<file path="config.mk">
export PLATFORM = sky130hd
export DESIGN_NAME = water_flow_monitor_flat
export DESIGN_NICKNAME = d
export VERILOG_FILES = /design/src/rtl/water_flow_monitor_if.sv /design/src/rtl/water_flow_monitor.sv /design/src/flat_wrapper.sv
export SDC_FILE = /design/constraint.sdc
export NUM_CORES = 1
export LEC_CHECK = 0
export ABC_AREA = 1
export CAP_MARGIN = 25
export CORE_MARGIN = 10
export CORE_UTILIZATION = 30
export CTS_BUF_LIST = sky130_fd_sc_hd__clkbuf_4 sky130_fd_sc_hd__clkbuf_8
export DETAILED_ROUTE_END_ITERATION = 8
export PLACE_DENSITY = 0.42
export SLEW_MARGIN = 20
export SYNTH_ARGS = -nofsm -noshare
export SYNTH_HDL_FRONTEND = slang
export SYNTH_SLANG_ARGS = --single-unit
</file>
<file path="constraint.sdc">
create_clock -name clk -period 3.2 [get_ports clk]
set_input_delay 0.32 -clock clk [delete_from_list [all_inputs] [get_ports clk]]
set_output_delay 0.32 -clock clk [all_outputs]
set_load 0.01 [all_outputs]
</file>
<file path="src/rtl/water_flow_monitor_if.sv">
// Controller <-> flow monitor signal bundle.
// master = washing-machine controller side, slave = water_flow_monitor side.
// leak_detected exists only when WATER_LEAK_DETECT_EN is defined.
interface water_flow_monitor_if;
  logic       flow_reset;
  logic       flow_mode;
  logic [9:0] water_level_sensor;
  logic       water_flow_error;
  logic       monitor_active;
  logic [3:0] fail_count;
`ifdef WATER_LEAK_DETECT_EN
  logic       leak_detected;

  modport master (
    output flow_reset, flow_mode, water_level_sensor,
    input  water_flow_error, monitor_active, fail_count, leak_detected
  );
  modport slave (
    input  flow_reset, flow_mode, water_level_sensor,
    output water_flow_error, monitor_active, fail_count, leak_detected
  );
`else
  modport master (
    output flow_reset, flow_mode, water_level_sensor,
    input  water_flow_error, monitor_active, fail_count
  );
  modport slave (
    input  flow_reset, flow_mode, water_level_sensor,
    output water_flow_error, monitor_active, fail_count
  );
`endif
endinterface

</file>
<file path="src/rtl/water_flow_monitor.sv">
// Purpose: checks the water level moves in the commanded direction each SAMPLE_CYCLES window; latches an error.
// Latency: error rises FAIL_LIMIT*(SAMPLE_CYCLES+1)+1 cycles after flow_reset is first seen low (no movement); outputs registered.
// Backpressure: none; sensor sampled every cycle. Optional leak check compiled in with WATER_LEAK_DETECT_EN.
module water_flow_monitor #(
  parameter int         SAMPLE_CYCLES = 50_000,
  parameter int         MIN_DELTA     = 2,
  parameter int         FAIL_LIMIT    = 3,
  parameter logic [9:0] FULL_LEVEL    = 10'd1000
) (
  input logic                 clk,
  input logic                 reset,
  water_flow_monitor_if.slave bus
);
  localparam int CW = (SAMPLE_CYCLES > 2) ? $clog2(SAMPLE_CYCLES) : 1;

  typedef enum logic [2:0] {IDLE, BASELINE, MONITOR, EVAL, FAULT} state_t;

  state_t        state, state_nxt;
  logic [CW-1:0] window_cnt, window_cnt_nxt;
  logic [9:0]    baseline, baseline_nxt;
  logic          mode_q, mode_q_nxt;
  logic [3:0]    fail_count, fail_count_nxt, fail_inc;
  logic          flow_error, flow_error_nxt;
  logic          active, active_nxt;
  logic [10:0]   sample_ext, base_ext;
  logic          rise_seen, fall_seen, pass_fill, pass_drain, window_pass, last_window;
`ifdef WATER_LEAK_DETECT_EN
  logic          leak, leak_nxt;
`endif

  // Window evaluation terms; 11-bit sums so baseline+MIN_DELTA never wraps near full scale.
  always_comb begin
    sample_ext  = {1'b0, bus.water_level_sensor};
    base_ext    = {1'b0, baseline};
    rise_seen   = sample_ext >= base_ext + 11'(MIN_DELTA);
    fall_seen   = base_ext >= sample_ext + 11'(MIN_DELTA);
    pass_fill   = rise_seen || (bus.water_level_sensor >= FULL_LEVEL);
    pass_drain  = fall_seen || (bus.water_level_sensor == 10'd0);
    window_pass = mode_q ? pass_fill : pass_drain;
    last_window = window_cnt == CW'(SAMPLE_CYCLES - 1);
    fail_inc    = (fail_count >= 4'(FAIL_LIMIT)) ? 4'(FAIL_LIMIT) : fail_count + 4'd1;
  end

  // Next-state and next-output logic: flow_reset beats a mode change, which beats the normal sequence.
  always_comb begin
    state_nxt      = state;
    window_cnt_nxt = window_cnt;
    baseline_nxt   = baseline;
    mode_q_nxt     = mode_q;
    fail_count_nxt = fail_count;
`ifdef WATER_LEAK_DETECT_EN
    leak_nxt       = leak;
`endif
    case (state)
      IDLE: state_nxt = BASELINE;
      BASELINE: begin
        baseline_nxt   = bus.water_level_sensor;
        mode_q_nxt     = bus.flow_mode;
        window_cnt_nxt = '0;
        state_nxt      = MONITOR;
      end
      MONITOR: begin
        if (last_window) state_nxt = EVAL;
        else             window_cnt_nxt = window_cnt + CW'(1);
      end
      EVAL: begin
        baseline_nxt   = bus.water_level_sensor;
        window_cnt_nxt = '0;
        state_nxt      = MONITOR;
`ifdef WATER_LEAK_DETECT_EN
        // A falling level while filling means water is escaping: fault at once.
        if (mode_q && fall_seen) begin
          fail_count_nxt = fail_inc;
          leak_nxt       = 1'b1;
          state_nxt      = FAULT;
        end else
`endif
        if (window_pass) begin
          fail_count_nxt = 4'd0;
        end else begin
          fail_count_nxt = fail_inc;
          if (fail_inc == 4'(FAIL_LIMIT)) state_nxt = FAULT;
        end
      end
      FAULT:   state_nxt = FAULT;
      default: state_nxt = IDLE;
    endcase

    // Controller changed direction mid-run: restart from a fresh baseline without blaming anyone.
    if ((state == MONITOR || state == EVAL) && (bus.flow_mode != mode_q)) begin
      state_nxt      = BASELINE;
      fail_count_nxt = 4'd0;
      baseline_nxt   = baseline;
      window_cnt_nxt = window_cnt;
`ifdef WATER_LEAK_DETECT_EN
      leak_nxt       = leak;
`endif
    end

    if (bus.flow_reset) begin
      state_nxt      = IDLE;
      fail_count_nxt = 4'd0;
`ifdef WATER_LEAK_DETECT_EN
      leak_nxt       = 1'b0;
`endif
    end

    flow_error_nxt = state_nxt == FAULT;
    active_nxt     = (state_nxt == BASELINE) || (state_nxt == MONITOR) || (state_nxt == EVAL);
  end

  // State, datapath and registered outputs.
  always_ff @(posedge clk or posedge reset) begin
    if (reset) begin
      state      <= IDLE;
      window_cnt <= '0;
      baseline   <= '0;
      mode_q     <= 1'b0;
      fail_count <= 4'd0;
      flow_error <= 1'b0;
      active     <= 1'b0;
`ifdef WATER_LEAK_DETECT_EN
      leak       <= 1'b0;
`endif
    end else begin
      state      <= state_nxt;
      window_cnt <= window_cnt_nxt;
      baseline   <= baseline_nxt;
      mode_q     <= mode_q_nxt;
      fail_count <= fail_count_nxt;
      flow_error <= flow_error_nxt;
      active     <= active_nxt;
`ifdef WATER_LEAK_DETECT_EN
      leak       <= leak_nxt;
`endif
    end
  end

  assign bus.water_flow_error = flow_error;
  assign bus.monitor_active   = active;
  assign bus.fail_count       = fail_count;
`ifdef WATER_LEAK_DETECT_EN
  assign bus.leak_detected    = leak;
`endif
endmodule

</file>
<file path="src/flat_wrapper.sv">
// flat-port wrapper written by rule: the top's interface ports become plain ports
module water_flow_monitor_flat 
#(
  parameter int         SAMPLE_CYCLES = 50_000,
  parameter int         MIN_DELTA     = 2,
  parameter int         FAIL_LIMIT    = 3,
  parameter logic [9:0] FULL_LEVEL    = 10'd1000
)
  (clk, reset, bus_flow_reset, bus_flow_mode, bus_water_level_sensor, bus_water_flow_error, bus_monitor_active, bus_fail_count);
  water_flow_monitor_if bus_i ();
  input logic clk;
  input logic reset;
  input wire logic [$bits(bus_i.flow_reset)-1:0] bus_flow_reset;
  input wire logic [$bits(bus_i.flow_mode)-1:0] bus_flow_mode;
  input wire logic [$bits(bus_i.water_level_sensor)-1:0] bus_water_level_sensor;
  output wire logic [$bits(bus_i.water_flow_error)-1:0] bus_water_flow_error;
  output wire logic [$bits(bus_i.monitor_active)-1:0] bus_monitor_active;
  output wire logic [$bits(bus_i.fail_count)-1:0] bus_fail_count;
  assign bus_i.flow_reset = bus_flow_reset;
  assign bus_i.flow_mode = bus_flow_mode;
  assign bus_i.water_level_sensor = bus_water_level_sensor;
  assign bus_water_flow_error = bus_i.water_flow_error;
  assign bus_monitor_active = bus_i.monitor_active;
  assign bus_fail_count = bus_i.fail_count;
  water_flow_monitor #(.SAMPLE_CYCLES(SAMPLE_CYCLES), .MIN_DELTA(MIN_DELTA), .FAIL_LIMIT(FAIL_LIMIT), .FULL_LEVEL(FULL_LEVEL)) u_core (.clk(clk), .reset(reset), .bus(bus_i));
endmodule
</file>
# --- Word level (Yosys, flattened, before mapping) ---
# Cells that the tools add are included.
classes:
  addsub: 4
  order_cmp: 4
  eq_ne: 12
  muxes: 14
  bitwise_logic: 1
  reduce_logical: 13
op_table:
  columns: ["cell", "count"]
  rows:
  - ["16-bit one-hot mux with 2 select lines", 1]
  - ["10-bit by 2-bit adder with 11-bit output, second input constant", 2]
  - ["10-bit by 11-bit >= comparator with 1-bit output", 2]
  - ["4-bit two-way mux", 5]
  - ["16-bit by 1-bit adder with 16-bit output, second input constant", 1]
  - ["16-bit equality test, second input constant", 1]
  - ["16-bit two-way mux", 1]
  - ["3-bit two-way mux", 5]
  - ["3-bit one-hot mux with 5 select lines", 1]
  - ["3-bit by 2-bit equality test with 1-bit output, second input constant", 4]
  - ["10-bit >= comparator, second input constant", 1]
  - ["10-bit logical NOT", 1]
  - ["3-bit by 1-bit equality test with 1-bit output, second input constant", 2]
  - ["3-bit equality test, second input constant", 2]
  - ["1-bit logical OR", 5]
  - ["4-bit by 1-bit adder with 4-bit output, second input constant", 1]
  - ["4-bit by 2-bit equality test with 1-bit output, second input constant", 1]
  - ["4-bit by 2-bit >= comparator with 1-bit output, second input constant", 1]
  - ["3-bit logical NOT", 1]
  - ["3-bit AND reduction", 1]
  - ["3-bit nonzero test", 1]
  - ["2-bit != test, second input constant", 1]
  - ["2-bit AND reduction", 1]
  - ["2-bit nonzero test", 1]
  - ["other kinds (5)", 5]
word_totals:
  regBits: 36
  input_bits: 14

# --- Logic depth before layout (Yosys ltp) ---
depth:
  word_depth: 11
  ltp_mapped: 20
  mapped_depth_nobuf: 20

# --- Worst setup path before layout ---
# OpenSTA, ideal clock, no wires.
synth_timing:
  path_type: "register -> register"
  from: "reg u_core.baseline[2]"
  to: "reg u_core.active (netlist: u_core.bus.monitor_active)"
  setup_time_ps: 118
  t_arrival_ps: 2061
  setup_slack_ps: 1021
  path_stages_with_launch: 19
  path_buffers: 0
  period_less_slack_ps: 2179
  path_cell_list: "dfrtp_1 ha_1 nand3_1 nor2_1 nand3_1 xor2_1 ha_1 a21oi_1 nand2_1 nand2_1 nand2_1 nor2_1 nand2_1 nand2_2 nand2_1 nand2_1 nand2_1 nand2_1 nand2_1"
synth_between:
  elab_chain_cells: 11
  word_cells_on_any_way: 15
  cone_classes: "add/sub: 1; order compare: 2; eq/ne: 3; mux: 5; reduce/logical: 4"
synth_lines:
  columns: ["item", "line_no", "source"]
  rows:
  - ["start, declared", "water_flow_monitor.sv:20", "logic [9:0] baseline, baseline_nxt;"]
  - ["start signal, assigned", "water_flow_monitor.sv:128", "baseline <= baseline_nxt;"]
  - ["10-bit by 2-bit adder with 11-bit output", "water_flow_monitor.sv:35", "rise_seen = sample_ext >= base_ext + 11'(MIN_DELTA);"]
  - ["10-bit by 11-bit >= comparator with 1-bit output", "water_flow_monitor.sv:35", null]
  - ["1-bit logical OR", "water_flow_monitor.sv:37", "pass_fill = rise_seen || (bus.water_level_sensor >= FULL_LEVEL);"]
  - ["1-bit two-way mux *", "water_flow_monitor.sv:39", "window_pass = mode_q ? pass_fill : pass_drain;"]
  - ["3-bit two-way mux *", "water_flow_monitor.sv:78", "if (window_pass) begin"]
  - ["3-bit one-hot mux with 5 select lines *", "water_flow_monitor.sv:54", "case (state)"]
  - ["3-bit two-way mux *", "water_flow_monitor.sv:90", "if ((state == MONITOR || state == EVAL) && (bus.flow_mode != mode_q)) begin"]
  - ["3-bit two-way mux *", "water_flow_monitor.sv:100", "if (bus.flow_reset) begin"]
  - ["3-bit by 1-bit equality test with 1-bit output / 3-bit by 2-bit equality test with 1-bit output (equally long branches)", "water_flow_monitor.sv:109", "active_nxt = (state_nxt == BASELINE) || (state_nxt == MONITOR) || (state_nxt == EVAL);"]
  - ["1-bit logical OR", "water_flow_monitor.sv:109", null]
  - ["1-bit logical OR *", "water_flow_monitor.sv:109", null]
  - ["via u_core.active_nxt", "water_flow_monitor.sv:24", "logic active, active_nxt;"]
  - ["end signal, assigned", "water_flow_monitor.sv:132", "active <= active_nxt;"]
  - ["end, declared", "water_flow_monitor.sv:24", null]
# Mark *: on every way through the listed nets, which the timed path passes. The rest lies on a longest branch.
# A chain may end at the register's enable or synchronous reset.

# --- Final worst setup path ---
# Ends and elaborated chain as after synthesis.

==> flow_summary.ini <==
[timing]
max_freq_ghz = 0.3893
finalSetupViolCount = 0
period_share_pct = 80.28
rsz0062_at_grt = false
slew_headroom_pct = 65.10
tns_ns = 0
finalHoldViolCount = 0
finalMaxSlewViolations = 0
tightest_slew_ns = 0.5216
clock_skew_ns = 0.004104
finalCriticalPeriod_ns = 2.569

[placed_design]
placed_area_sq_um = 3072
dp_hpwl_um = 5158
port_buffers = 19
gp_congestion = 0.8009

[cells_and_area]
register_area_sq_um = 900.9
multi_input_area_sq_um = 1605
fin_util_pct = 35.98
nNetsFinal = 434
area_growth_pct = 15.88
layout-drive-gt1-share_pct = 8.816
diodes = 0
fillers = 962
fin_area_sq_um = 3168

[global_route]
gr-total-overflow = 0
globalRouteMet3Util_pct = 2.584
grt.total_usage_pct = 10.90
grt_pass1_wl_um = 11720
gr-usage-met1_pct = 14.68
antenna_found_initial = 0
grt_pass1_vias = 2382
grt_use_met2_pct = 17.01
grt_max_degree = 37
top_usage_layer = met2

[pwr]
p_sw_share_pct = 44.31
pwr-share-comb_pct = 46.5
seq_power_share_pct = 35.9
intPower_mw = 1.161
power.total_mw = 2.084
power.switching_mw = 0.9233
ir_drop_v = 0.0002180
pwr_density_cell_nw_per_um2 = 657.8
clockPowerShare_pct = 17.6
p_leak_nw = 1.444

[route]
dr_total_vias = 2382
routed_wl_um = 6746
routed_via_density = 4.717
drtIter0Drc = 78
drt-wirelength-per-cell_um = 13.36
firstDrtPassIters = 4
drc = 0
postRouteAntennaNets = 0

[clock_network]
ctsHoldBuffers = 0
numCtsBuffers = 5
clk_pin_slew_ns = 0.08
clock_latency_ns = 0.29
cts_tree = yes
cts_resized = 0
cts_buffer_depth = 2
post_cts_buffers = 0
htreeDepth = 2
clock-sinks = 36
cts_root_buffer = clkbuf_8

[synthesis]
ys_seq_elements = 36
synth-seq-area-share_pct = 32.95
ys.flop_type = dfrtp_1
syn_inst = 370
yosysWarnings = 0
syn_avg_cell_area_sq_um = 7.389
synth_nets = 407
ys_async_sr_fraction_pct = 100.0
syn_area_sq_um = 2734
yosysUniqueCellTypes = 38
synth_edf_count = 0

[setup_path]
critPathLaunchType = register
cp-startpoint = u_core.baseline[2]$_DFFE_PP0P_
rr_startpoint = u_core.baseline[2]$_DFFE_PP0P_
critical_path.max_fanout = 4
crit_arrival_ns = 2.75
crit_path_end_kind = register
critPathKind = reg -> reg
required_ns = 3.38

[floorplan]
ios = 20
core_sq_um = 8806
die_x_um = 115.5
rows = 34
die_h_um = 115.5
die_area_sq_um = 13330
start_util_pct = 31.05

[run]
drv_cap = 0

[worst_hold_path]
hp-class = in -> async

[status]
outcome = complete, no violations
[layer usage]
metal	vias up	wire, um
li1	1262	-
met1	1097	3476
met2	18	2972
met3	5	225
met4	0	72
met5	-	0
[synth_stat cells (all sizes together), types with 2 or more instances]
library cell,count,area share [%]
nand2,88,12
inv,50,6.9
nor2,42,6.3
dfrtp,36,33
nand3,30,5.9
ha,23,11
o21ai,23,4.3
xor2,14,4.5
a21oi,11,2.2
nor3,10,2.0
nand4,7,1.8
xnor2,7,2.2
buf,5,1.2
o31ai,5,1.4
mux2,4,1.6
nor4,3,0.92
a21boi,2,0.55
clkinv,2,0.27
or2,2,0.46
[cell families after synthesis]
logic type | count (synthesis) | synth area share (%)
AOI/OAI and AO/OA | 46 | 9.795
xor gates and xnor gates | 21 | 6.728
adders and majority gates | 23 | 10.53
buffers and inverters | 57 | 8.330
DFF | 36 | 32.95
muxes | 4 | 1.647
and+or+nand+nor | 183 | 30.02
[sequential cells by signal, indices dropped and copies added (netlist names)]
signal	count
u_core.mode_q	1
u_core.bus.water_flow_error	1
u_core.window_cnt	16
u_core.bus.monitor_active	1
u_core.bus.fail_count	4
u_core.state	3
u_core.baseline	10
[cells in the final DEF, fill, tap and decap left out, types with 7 or more instances in the layout]
master | netlist | layout
ha_1 | 23 | 23
a21oi_1 | 10 | 10
nand3_1 | 28 | 28
nor2_1 | 38 | 38
clkbuf_8 | 0 | 7
nand2_1 | 85 | 85
clkdlybuf4s50_1 | 0 | 19
o21ai_1 | 11 | 11
nor3_1 | 9 | 9
xnor2_1 | 7 | 7
inv_1 | 47 | 47
o21ai_0 | 11 | 11
xor2_1 | 14 | 14
dfrtp_1 | 36 | 36
[area by class of cell]
type	instances	area share, %
Sequential cell	36	28.44
Multi-Input combinational cell	277	50.67
Clock buffer	7	3.041
Inverter	52	6.161
Tap cell	108	4.265
Timing Repair Buffer	25	7.425
[path summary, 6_finish.rpt]
kind	endpoint	slack, ns	cells after the start
max	u_core.bus.monitor_active$_DFF_PP0_	0.63	18
min in group clk	u_core.bus.fail_count[2]$_DFFE_PP0P_	0.52	2
max in group asynchronous	u_core.window_cnt[9]$_DFFE_PP0P_	2.40	3
min	u_core.baseline[4]$_DFFE_PP0P_	0.45	3
min reg2reg	u_core.bus.fail_count[2]$_DFFE_PP0P_	0.52	2
max reg2reg	u_core.bus.monitor_active$_DFF_PP0_	0.63	18
[critical path, cell delays in order (launching register included)]
cell,delay [ns]
dfrtp_1,0.44
ha_1,0.26
nand3_1,0.09
nor2_1,0.20
nand3_1,0.12
xor2_1,0.16
ha_1,0.29
a21oi_1,0.16
nand2_1,0.07
nand2_1,0.08
nand2_1,0.06
nor2_1,0.10
nand2_1,0.07
nand2_2,0.09
nand2_1,0.05
nand2_1,0.05
nand2_1,0.05
nand2_1,0.06
nand2_1,0.05
[through the flow]
| stage | instances | hold slack, ns | setup WS, ns |
|---|---|---|---|
| after floorplan | 370 | 0.4706 | 1.021 |
| after global placement | 498 | 0.5028 | 0.3236 |
| after detailed placement | 498 | 0.5068 | 0.3362 |
| after CTS | 505 | 0.4654 | 0.6112 |
| after global routing | 505 | 0.4950 | 0.3786 |
| final | 505 | 0.4520 | 0.6312 |
[power by group through the flow]
stage                     Clock, mW  Combinational (mW)  Sequential (mW)
final                         0.368               0.968            0.748
after floorplan                   0               0.758            0.706
after global placement            0               0.977            0.760
after CTS                     0.386               0.987            0.750
after detailed placement          0               0.982            0.757
after global routing          0.408                1.15            0.774
Power figures use the tool's default switching activity.
